**config.mk**
```make
export PLATFORM = sky130hd
export DESIGN_NAME = game_seq
export DESIGN_NICKNAME = d
export VERILOG_FILES = /design/src/rtl/game_seq_pkg.sv /design/src/rtl/game_seq_frame_divider.sv /design/src/rtl/game_seq.sv
export SDC_FILE = /design/constraint.sdc
export NUM_CORES = 1
export LEC_CHECK = 0
export CAP_MARGIN = 20
export CORE_MARGIN = 5
export CORE_UTILIZATION = 44
export CTS_CLUSTER_DIAMETER = 120
export DETAILED_ROUTE_END_ITERATION = 16
export HOLD_SLACK_MARGIN = 0.1
export PLACE_DENSITY = 0.71
export SLEW_MARGIN = 20
export SYNTH_ARGS = -nofsm -noshare
export SYNTH_HDL_FRONTEND = slang
export SYNTH_HIERARCHICAL = 1
export SYNTH_SLANG_ARGS = --single-unit
```
**constraint.sdc**
```tcl
create_clock -name clk -period 3 [get_ports clk]
set_input_delay 0.45 -clock clk [delete_from_list [all_inputs] [get_ports clk]]
set_output_delay 0.45 -clock clk [all_outputs]
set_load 0.01 [all_outputs]
```
**src/rtl/game_seq_pkg.sv**
```systemverilog
// Shared types and constants for the game sequencer: FSM state encoding,
// speed-level limits, game-reset length and the level-to-period mapping.
package game_seq_pkg;

    typedef enum logic [2:0] {
        S_GRST  = 3'd0,
        S_WAIT  = 3'd1,
        S_RUN   = 3'd2,
        S_BUSY  = 3'd3,
        S_PAUSE = 3'd4,
        S_FAIL  = 3'd5,
        S_WIN   = 3'd6
    } game_state_t;

    localparam logic [2:0] LEVEL_MIN   = 3'd0;
    localparam logic [2:0] LEVEL_MAX   = 3'd7;
    localparam logic [2:0] LEVEL_RST   = 3'd3;
    localparam int         GRST_CYCLES = 2;
    localparam int         PERIOD_W    = 5;

    // Frames between game steps: 16 at level 0 down to 2 at level 7.
    function automatic logic [PERIOD_W-1:0] level_period(input logic [2:0] level);
        return PERIOD_W'(16) - {1'b0, level, 1'b0};
    endfunction

endpackage

```
**src/rtl/game_seq_frame_divider.sv**
```systemverilog
// Counts vsync pulses while enabled and flags the vsync that completes a period.
// The period is captured on the first vsync of each period, so level changes apply from the next one.
module frame_divider
    import game_seq_pkg::*;
(
    input  logic                clk,
    input  logic                rst,
    input  logic                vsync,
    input  logic                enable,
    input  logic                clear,
    input  logic [PERIOD_W-1:0] period,
    output logic                due
);

    logic [PERIOD_W-1:0] cnt_q, cnt_d;
    logic [PERIOD_W-1:0] per_q, per_d;

    always_comb begin
        // NOTE: every signal gets a default first so no path leaves it unassigned (no latch).
        cnt_d = cnt_q;
        per_d = per_q;
        due   = 1'b0;
        if (clear) begin
            cnt_d = '0;
        end else if (enable && vsync) begin
            if (cnt_q == '0) begin
                per_d = period;
            end
            if (cnt_q != '0 && cnt_q == per_q - 1'b1) begin
                due   = 1'b1;
                cnt_d = '0;
            end else begin
                cnt_d = cnt_q + 1'b1;
            end
        end
    end

    // NOTE: state registers use non-blocking assignments so all flops update together.
    always_ff @(posedge clk) begin
        if (rst) begin
            cnt_q <= '0;
            per_q <= PERIOD_W'(16);
        end else begin
            cnt_q <= cnt_d;
            per_q <= per_d;
        end
    end

endmodule

```
**src/rtl/game_seq.sv**
```systemverilog
// Game sequencer: reset/wait/run/busy/pause/fail/win FSM that paces snake steps
// from vsync, tracks score and speed level, and drives the game-wide reset.
module game_seq
    import game_seq_pkg::*;
#(
    parameter int BUSY_TIMEOUT = 1023
) (
    input  logic       clk,
    input  logic       rst,
    input  logic       i_vsync,
    input  logic       i_pause,
    input  logic       i_restart,
    input  logic       i_start,
    input  logic       i_apple_ready,
    input  logic       i_tick_done,
    input  logic       i_snake_failure,
    input  logic       i_snake_success,
    input  logic       i_eat,
    input  logic       i_speed_up,
    input  logic       i_speed_down,
    output logic       o_tick,
    output logic       o_game_rst,
    output logic [2:0] o_state,
    output logic       o_failure,
    output logic       o_success,
    output logic       o_paused,
    output logic [7:0] o_score,
    output logic [2:0] o_level
);

    localparam int BUSY_W = $clog2(BUSY_TIMEOUT + 1);

    game_state_t       state_q, state_d;
    logic [1:0]        grst_cnt_q, grst_cnt_d;
    logic [BUSY_W-1:0] busy_cnt_q, busy_cnt_d;
    logic              pend_q, pend_d;
    logic              tick_q, tick_d;
    logic              game_rst_q, game_rst_d;
    logic              failure_q, failure_d;
    logic              success_q, success_d;
    logic              paused_q, paused_d;
    logic [7:0]        score_q, score_d;
    logic [2:0]        level_q, level_d;
    logic              due;

    frame_divider u_div (
        .clk    (clk),
        .rst    (rst),
        .vsync  (i_vsync),
        .enable (state_q == S_RUN),
        .clear  (state_q == S_GRST),
        .period (level_period(level_q)),
        .due    (due)
    );

    always_comb begin
        state_d    = state_q;
        grst_cnt_d = grst_cnt_q;
        busy_cnt_d = '0;
        pend_d     = 1'b0;
        tick_d     = 1'b0;
        if (i_restart) begin
            state_d    = S_GRST;
            grst_cnt_d = '0;
        end else begin
            case (state_q)
                S_GRST: begin
                    if (grst_cnt_q == 2'(GRST_CYCLES - 1)) state_d = S_WAIT;
                    else grst_cnt_d = grst_cnt_q + 1'b1;
                end
                S_WAIT: if (i_start && i_apple_ready) state_d = S_RUN;
                S_RUN: begin
                    if (i_snake_failure)           state_d = S_FAIL;
                    else if (i_snake_success)      state_d = S_WIN;
                    else if (due && i_apple_ready) begin
                        state_d = S_BUSY;
                        tick_d  = 1'b1;
                        pend_d  = i_pause;
                    end else if (i_pause)          state_d = S_PAUSE;
                end
                S_BUSY: begin
                    // A pause request seen while busy is held until the step completes.
                    if (i_snake_failure)      state_d = S_FAIL;
                    else if (i_snake_success) state_d = S_WIN;
                    else if (i_tick_done || busy_cnt_q == BUSY_W'(BUSY_TIMEOUT - 1))
                        state_d = (pend_q || i_pause) ? S_PAUSE : S_RUN;
                    else begin
                        busy_cnt_d = busy_cnt_q + 1'b1;
                        pend_d     = pend_q || i_pause;
                    end
                end
                S_PAUSE: if (!i_pause) state_d = S_RUN;
                default: ;
            endcase
        end

        game_rst_d = (state_d == S_GRST);
        failure_d  = (state_d == S_FAIL);
        success_d  = (state_d == S_WIN);
        paused_d   = (state_d == S_PAUSE);

        score_d = score_q;
        if (state_q == S_GRST)               score_d = '0;
        else if (i_eat && score_q != 8'hFF)  score_d = score_q + 1'b1;

        level_d = level_q;
        if (i_speed_up && !i_speed_down && level_q != LEVEL_MAX)      level_d = level_q + 1'b1;
        else if (i_speed_down && !i_speed_up && level_q != LEVEL_MIN) level_d = level_q - 1'b1;
    end

    always_ff @(posedge clk) begin
        if (rst) begin
            state_q    <= S_GRST;
            grst_cnt_q <= '0;
            busy_cnt_q <= '0;
            pend_q     <= 1'b0;
            tick_q     <= 1'b0;
            game_rst_q <= 1'b1;
            failure_q  <= 1'b0;
            success_q  <= 1'b0;
            paused_q   <= 1'b0;
            score_q    <= '0;
            level_q    <= LEVEL_RST;
        end else begin
            state_q    <= state_d;
            grst_cnt_q <= grst_cnt_d;
            busy_cnt_q <= busy_cnt_d;
            pend_q     <= pend_d;
            tick_q     <= tick_d;
            game_rst_q <= game_rst_d;
            failure_q  <= failure_d;
            success_q  <= success_d;
            paused_q   <= paused_d;
            score_q    <= score_d;
            level_q    <= level_d;
        end
    end

    assign o_tick     = tick_q;
    assign o_game_rst = game_rst_q;
    assign o_state    = state_q;
    assign o_failure  = failure_q;
    assign o_success  = success_q;
    assign o_paused   = paused_q;
    assign o_score    = score_q;
    assign o_level    = level_q;

endmodule

```
Yosys cells after proc, flatten, opt, wreduce, memory -nomap -nowiden --
Index checks and enable logic that the tools add are counted. W data, S select, Z words.
Word-level totals: register bits after elaboration 42, output and inout bits 19, word-level logic and storage cells 89
Cells by class: $add $sub $neg 8, eq/ne operators 12, muxes and demuxes 27, bitwise gates (word level) 4, reductions and logical operators 25
Operators with widths (count):
- $mux W3 | 14
- $pmux W3 S5 | 1
- $eq A3 B3 Y1 const B | 4
- $add A10 B1 Y10 const B | 1
- $eq A10 B10 Y1 const B | 1
- $mux W1 | 10
- $logic_and A1 B1 Y1 | 9
- $add A8 B1 Y8 const B | 1
- $ne A8 B8 Y1 const B | 1
- $eq A3 B2 Y1 const B | 2
- $logic_not A3 Y1 | 2
- $reduce_or A6 Y1 | 1
- $add A5 B1 Y5 const B | 1
- $eq A5 B5 Y1 | 1
- $logic_not A5 Y1 | 1
- $mux W5 | 1
- $reduce_bool A5 Y1 | 1
- $reduce_or A5 Y1 | 1
- $sub A5 B1 Y5 const B | 1
- $sub A5 B4 Y5 const A | 1
- $not A1 Y1 | 4
- $reduce_or A2 Y1 | 2
- $add A3 B1 Y3 const B | 1
- $eq A3 B1 Y1 const B | 1
- 11 further kinds | 13

Depth between registers and ports, before layout --
depth in word-level cells 13, depth in mapped cells 14

Cells and area by module --
The synthesis kept the hierarchy.
By module, submodules not included:
- game_seq | times used 1, cells each 182, area an instance 1607.8 um^2
- frame_divider | times used 1, cells each 59, area an instance 574.3 um^2

Worst setup path before layout --
OpenSTA, ideal clock, no wires.
path kind flip-flop to flip-flop, start register state_q[1], in the netlist o_state[1], end register game_rst_q, in the netlist o_game_rst, library setup time 0.115 ns, data arrival time 2.708 ns, data required time 2.885 ns, path slack 0.178 ns, stages on the path, launching flop included 15, path buffers 2, clock period less this slack 2.822 ns, cell sequence dfxtp_1 > buf_2 > nand2b_1 > nor2_1 > and2_2 > clkbuf_1 > nand4_1 > nor4_2 > nor2b_1 > nand2_1 > or3_1 > a21oi_1 > a31oi_1 > nor2b_4 > o21a_1
On the way: cells in the longest elaborated chain, start to end 11, elaborated cells on any way between the ends 22
RTL lines:
- from (decl) | RTL line game_seq.sv:33 | game_state_t state_q, state_d;
- from (signal assigned) | RTL line game_seq.sv:125 | state_q <= state_d;
- $eq A3 B2 Y1 | RTL line game_seq.sv:50 | .enable (state_q == S_RUN),
- $logic_and A1 B1 Y1 | RTL line game_seq_frame_divider.sv:25 | end else if (enable && vsync) begin
- $mux W1 | RTL line game_seq_frame_divider.sv:25
- $mux W1 (*) | RTL line game_seq_frame_divider.sv:23 | if (clear) begin
- net due | RTL line game_seq.sv:44 | logic due;
- $logic_and A1 B1 Y1 (*) | RTL line game_seq.sv:75 | else if (due && i_apple_ready) begin
- $mux W3 (*) | RTL line game_seq.sv:75
- $mux W3 (*) | RTL line game_seq.sv:74 | else if (i_snake_success) state_d = S_WIN;
- $mux W3 (*) | RTL line game_seq.sv:73 | if (i_snake_failure) state_d = S_FAIL;
- $pmux W3 S5 (*) | RTL line game_seq.sv:66 | case (state_q)
- $mux W3 (*) | RTL line game_seq.sv:62 | if (i_restart) begin
- $logic_not A3 Y1 (*) | RTL line game_seq.sv:97 | game_rst_d = (state_d == S_GRST);
- to (signal assigned) | RTL line game_seq.sv:130 | game_rst_q <= game_rst_d;
- to (decl) | RTL line game_seq.sv:38 | logic game_rst_q, game_rst_d;
Mark *: on every way through the listed nets, which the timed path passes. The rest lies on a longest branch. A chain may end at the register's enable or synchronous reset.

Worst setup path after layout --
start register state_q[2], in the netlist o_state[2], end register game_rst_q, in the netlist o_game_rst
Same word-level chain as after synthesis.

==> results.sh <==
export IMPL_status="completed"
export IMPL_p_int_mw=0.9795
export IMPL_relSlewSlack=0.6262
export IMPL_cp_max_fo=9
export IMPL_dpl_cell_area_um2=2562
export IMPL_seq_area_frac_synth=0.3853
export IMPL_crit_required_ps=3200
export IMPL_ctsHoldBuffers=0
export IMPL_final_hold_violation_count=0
export IMPL_yosys_register_bits=42
export IMPL_synthTopCellsByArea="dfxtp_1, xor2_1, nor2_1, ha_1, xnor2_1"
export IMPL_end_kind="flop"
export IMPL_clock_skew_ps=6.629
export IMPL_coreArea_um2=4755
export IMPL_hpwl_mm=3.193
export IMPL_fin_crit_sh=0.8856
export IMPL_leakage_nw=0.9735
export IMPL_synthArstFlopShare=0
export IMPL_dieHeight_um=80.42
export IMPL_wl_per_cell_um=12.26
export IMPL_use_met1=0.1686
export IMPL_synth_edf_count=0
export IMPL_grt_antenna_before_repair=0
export IMPL_io_buffer_count=31
export IMPL_gp_congestion=0.8187
export IMPL_cts_path_max_buffers=2
export IMPL_p_sw_mw=0.2589
export IMPL_drive_gt1_frac=0.09058
export IMPL_power_frac_comb=0.089
export IMPL_rsz0062_at_grt="no"
export IMPL_wirelength_mm=4.205
export IMPL_ys_warnings_count=6
export IMPL_seq_power_share=0.468
export IMPL_crit_type="reg -> reg"
export IMPL_clockRootBuffer="clkbuf_8"
export IMPL_viasPerCell=5.020
export IMPL_synth_cell_area_um2=2182
export IMPL_cts_tree="built"
export IMPL_powerDensity_nw_per_um2=456.7
export IMPL_initial_core_util=0.4589
export IMPL_grt_pass1_wl_mm=7.307
export IMPL_diodes=0
export IMPL_grt_max_degree=18
export IMPL_clkPwrFrac=0.443
export IMPL_grt_busiest_layer="met2"
export IMPL_grt_util_met3=0.03587
export IMPL_area_growth_pct=24.25
export IMPL_fin_area_um2=2711
export IMPL_vias=1722
export IMPL_arrival_ps=2860
export IMPL_worstMarginPinSlew_ps=555.6
export IMPL_report_final_setup_viol=0
export IMPL_cts_max_level=2
export IMPL_syn_inst=241
export IMPL_grt_pass1_vias=1600
export IMPL_tns_ps=0
export IMPL_cts_inserted_buffers=5
export IMPL_fmax_mhz=376.4
export IMPL_synthDominantCellAreaShare=0.3853
export IMPL_synth_top_area_cell="dfxtp_1"
export IMPL_swShare=0.2090
export IMPL_nets=299
export IMPL_clock_sinks=42
export IMPL_startpoint_type="flop"
export IMPL_clk_pin_slew_ps=80
export IMPL_die_area_um2=6467
export IMPL_grt_util_met2=0.2467
export IMPL_peakVddDrop_mv=0.2584
export IMPL_dp_cells=335
export IMPL_num_rows=25
export IMPL_cap_violations=0
export IMPL_drt_initial_drc_count=45
export IMPL_syn_area_per_cell_um2=9.054
export IMPL_fill_cells=452
export IMPL_drtAntennaViolNets=0
export IMPL_io_pins=32
export IMPL_synth_distinct_cells=49
export IMPL_grtUsageTotal=0.1429
export IMPL_finalNonFillerCells=343
export IMPL_die_w_um=80.42
export IMPL_gr_total_overflow=0
export IMPL_drc=0
export IMPL_synth_nets=265
export IMPL_ys_flop_type="dfxtp_1"
export IMPL_dr_pass1_iters=4
export IMPL_period_minus_slack_ps=2657
export IMPL_insertion_delay_ps=290
export IMPL_hp_class="reg -> reg"
export IMPL_slew_viol_final=0
-- kinds of logic (layout without fill, tap and decap cells) --
group / Yosys count / in the layout / synth area share
AND/OR/NAND/NOR: 107 / 107 / 0.2689
multiplexers: 6 / 6 / 0.02752
other: 1 / 1 / 0.001719
flip-flops: 42 / 42 / 0.3853
adder cells (fa/ha/maj): 11 / 11 / 0.06651
XOR/XNOR: 29 / 29 / 0.1164
AO/OA/AOI/OAI: 24 / 24 / 0.08946
buffers and inverters: 21 / 56 / 0.04415
-- final timing paths --
| kind | startpoint | to | slack, ps | cells after the start |
|---|---|---|---|---|
| setup / recovery | o_state[2]$_SDFF_PP0_ | o_game_rst$_SDFF_PP1_ | 340 | 12 |
| hold / removal | pend_q$_SDFF_PP0_ | pend_q$_SDFF_PP0_ | 490 | 2 |
| setup reg to reg | o_state[2]$_SDFF_PP0_ | o_game_rst$_SDFF_PP1_ | 340 | 12 |
| hold reg to reg | pend_q$_SDFF_PP0_ | pend_q$_SDFF_PP0_ | 490 | 2 |
-- cell usage after synthesis, types with 2 or more instances --
| cell type | count |
|---|---|
| nand3_1 | 8 |
| a21oi_1 | 4 |
| a211oi_1 | 3 |
| mux2i_1 | 6 |
| nand4_1 | 7 |
| buf_6 | 2 |
| nor3_1 | 8 |
| nand2_1 | 11 |
| nand3b_1 | 2 |
| and3_1 | 4 |
| xor2_1 | 16 |
| o21ai_0 | 2 |
| buf_2 | 2 |
| inv_1 | 12 |
| nor4_1 | 6 |
| clkbuf_1 | 4 |
| or3_1 | 2 |
| nor2b_1 | 7 |
| nand2b_1 | 3 |
| dfxtp_1 | 42 |
| ha_1 | 10 |
| nor2_1 | 35 |
| and4_1 | 2 |
| o31ai_1 | 2 |
| or2_2 | 2 |
| a211o_1 | 2 |
| nor4_2 | 2 |
| xnor2_1 | 13 |
| nor3b_1 | 2 |
-- cells in the final DEF, fill, tap and decap left out, types with 8 or more instances in the layout --
cell,instances
nor3_1,8
inv_1,12
nand2_1,11
dfxtp_1,42
nand3_1,8
clkdlybuf4s50_1,31
xnor2_1,13
xor2_1,16
ha_1,10
nor2_1,35
-- flip-flops by register name, indices dropped and copies added, names as in the netlist --
register	count
o_score	8
o_failure	1
busy_cnt_q	10
pend_q	1
grst_cnt_q	2
o_paused	1
u_div/cnt_q	5
o_game_rst	1
o_state	3
o_level	3
o_tick	1
o_success	1
u_div/per_q	5
-- critical path: stages (launching register included) --
cell and delay (ps):
dfxtp_1 400, nand2b_1 240, nor2_1 170, and2_2 250, nand4_1 130, nor4_2 170, nor2b_1 170, nand2_1 100
or3_1 320, a21oi_1 130, a31oi_1 150, nor2b_4 160, o21a_1 170
-- cell type report --
cell class | instances | area (µm²) | share of cell area
tap | 67 | 83.83 | 0.03092
clock buffer | 6 | 82.58 | 0.03046
sequential | 42 | 840.8 | 0.3101
clock inverter | 2 | 60.06 | 0.02215
multi-input combinational | 178 | 1251 | 0.4615
timing repair buffer | 36 | 347.8 | 0.1283
inverter | 12 | 45.04 | 0.01661
-- per-layer routing --
metal	share of wire	routed length [µm]
met1	0.46	1936
met2	0.48	2013
met3	0.040	170
met4	0.020	85
met5	0	0
-- through the flow --
step                      total power, mW    util  hold slack [ps]  setup WS, ps
after global placement             0.7014  0.5389            464.8         328.4
after floorplan                    0.6524       -            441.5         177.7
after detailed placement           0.7027  0.5389            477.5         298.7
after CTS                           1.257  0.5689            489.7         337.8
final                               1.238  0.5703            485.0         343.2
after global routing                1.301  0.5703            524.7         34.13
-- power groups by stage --
stage | Clock (mW) | Sequential [mW] | Combinational [mW]
after detailed placement | 0 | 0.592 | 0.110
after floorplan | 0 | 0.593 | 0.0595
final | 0.549 | 0.579 | 0.111
after global routing | 0.594 | 0.581 | 0.125
after global placement | 0 | 0.592 | 0.109
after CTS | 0.567 | 0.579 | 0.111
-- what timing repair did --
item | CTS | global route
resized for setup | 0 | 1
setup buffers | 0 | 0
endpoints found under the setup margin | 0 | 1
hold endpoints to repair | 0 | 0
No activity file was read; power rests on OpenSTA's default activity.
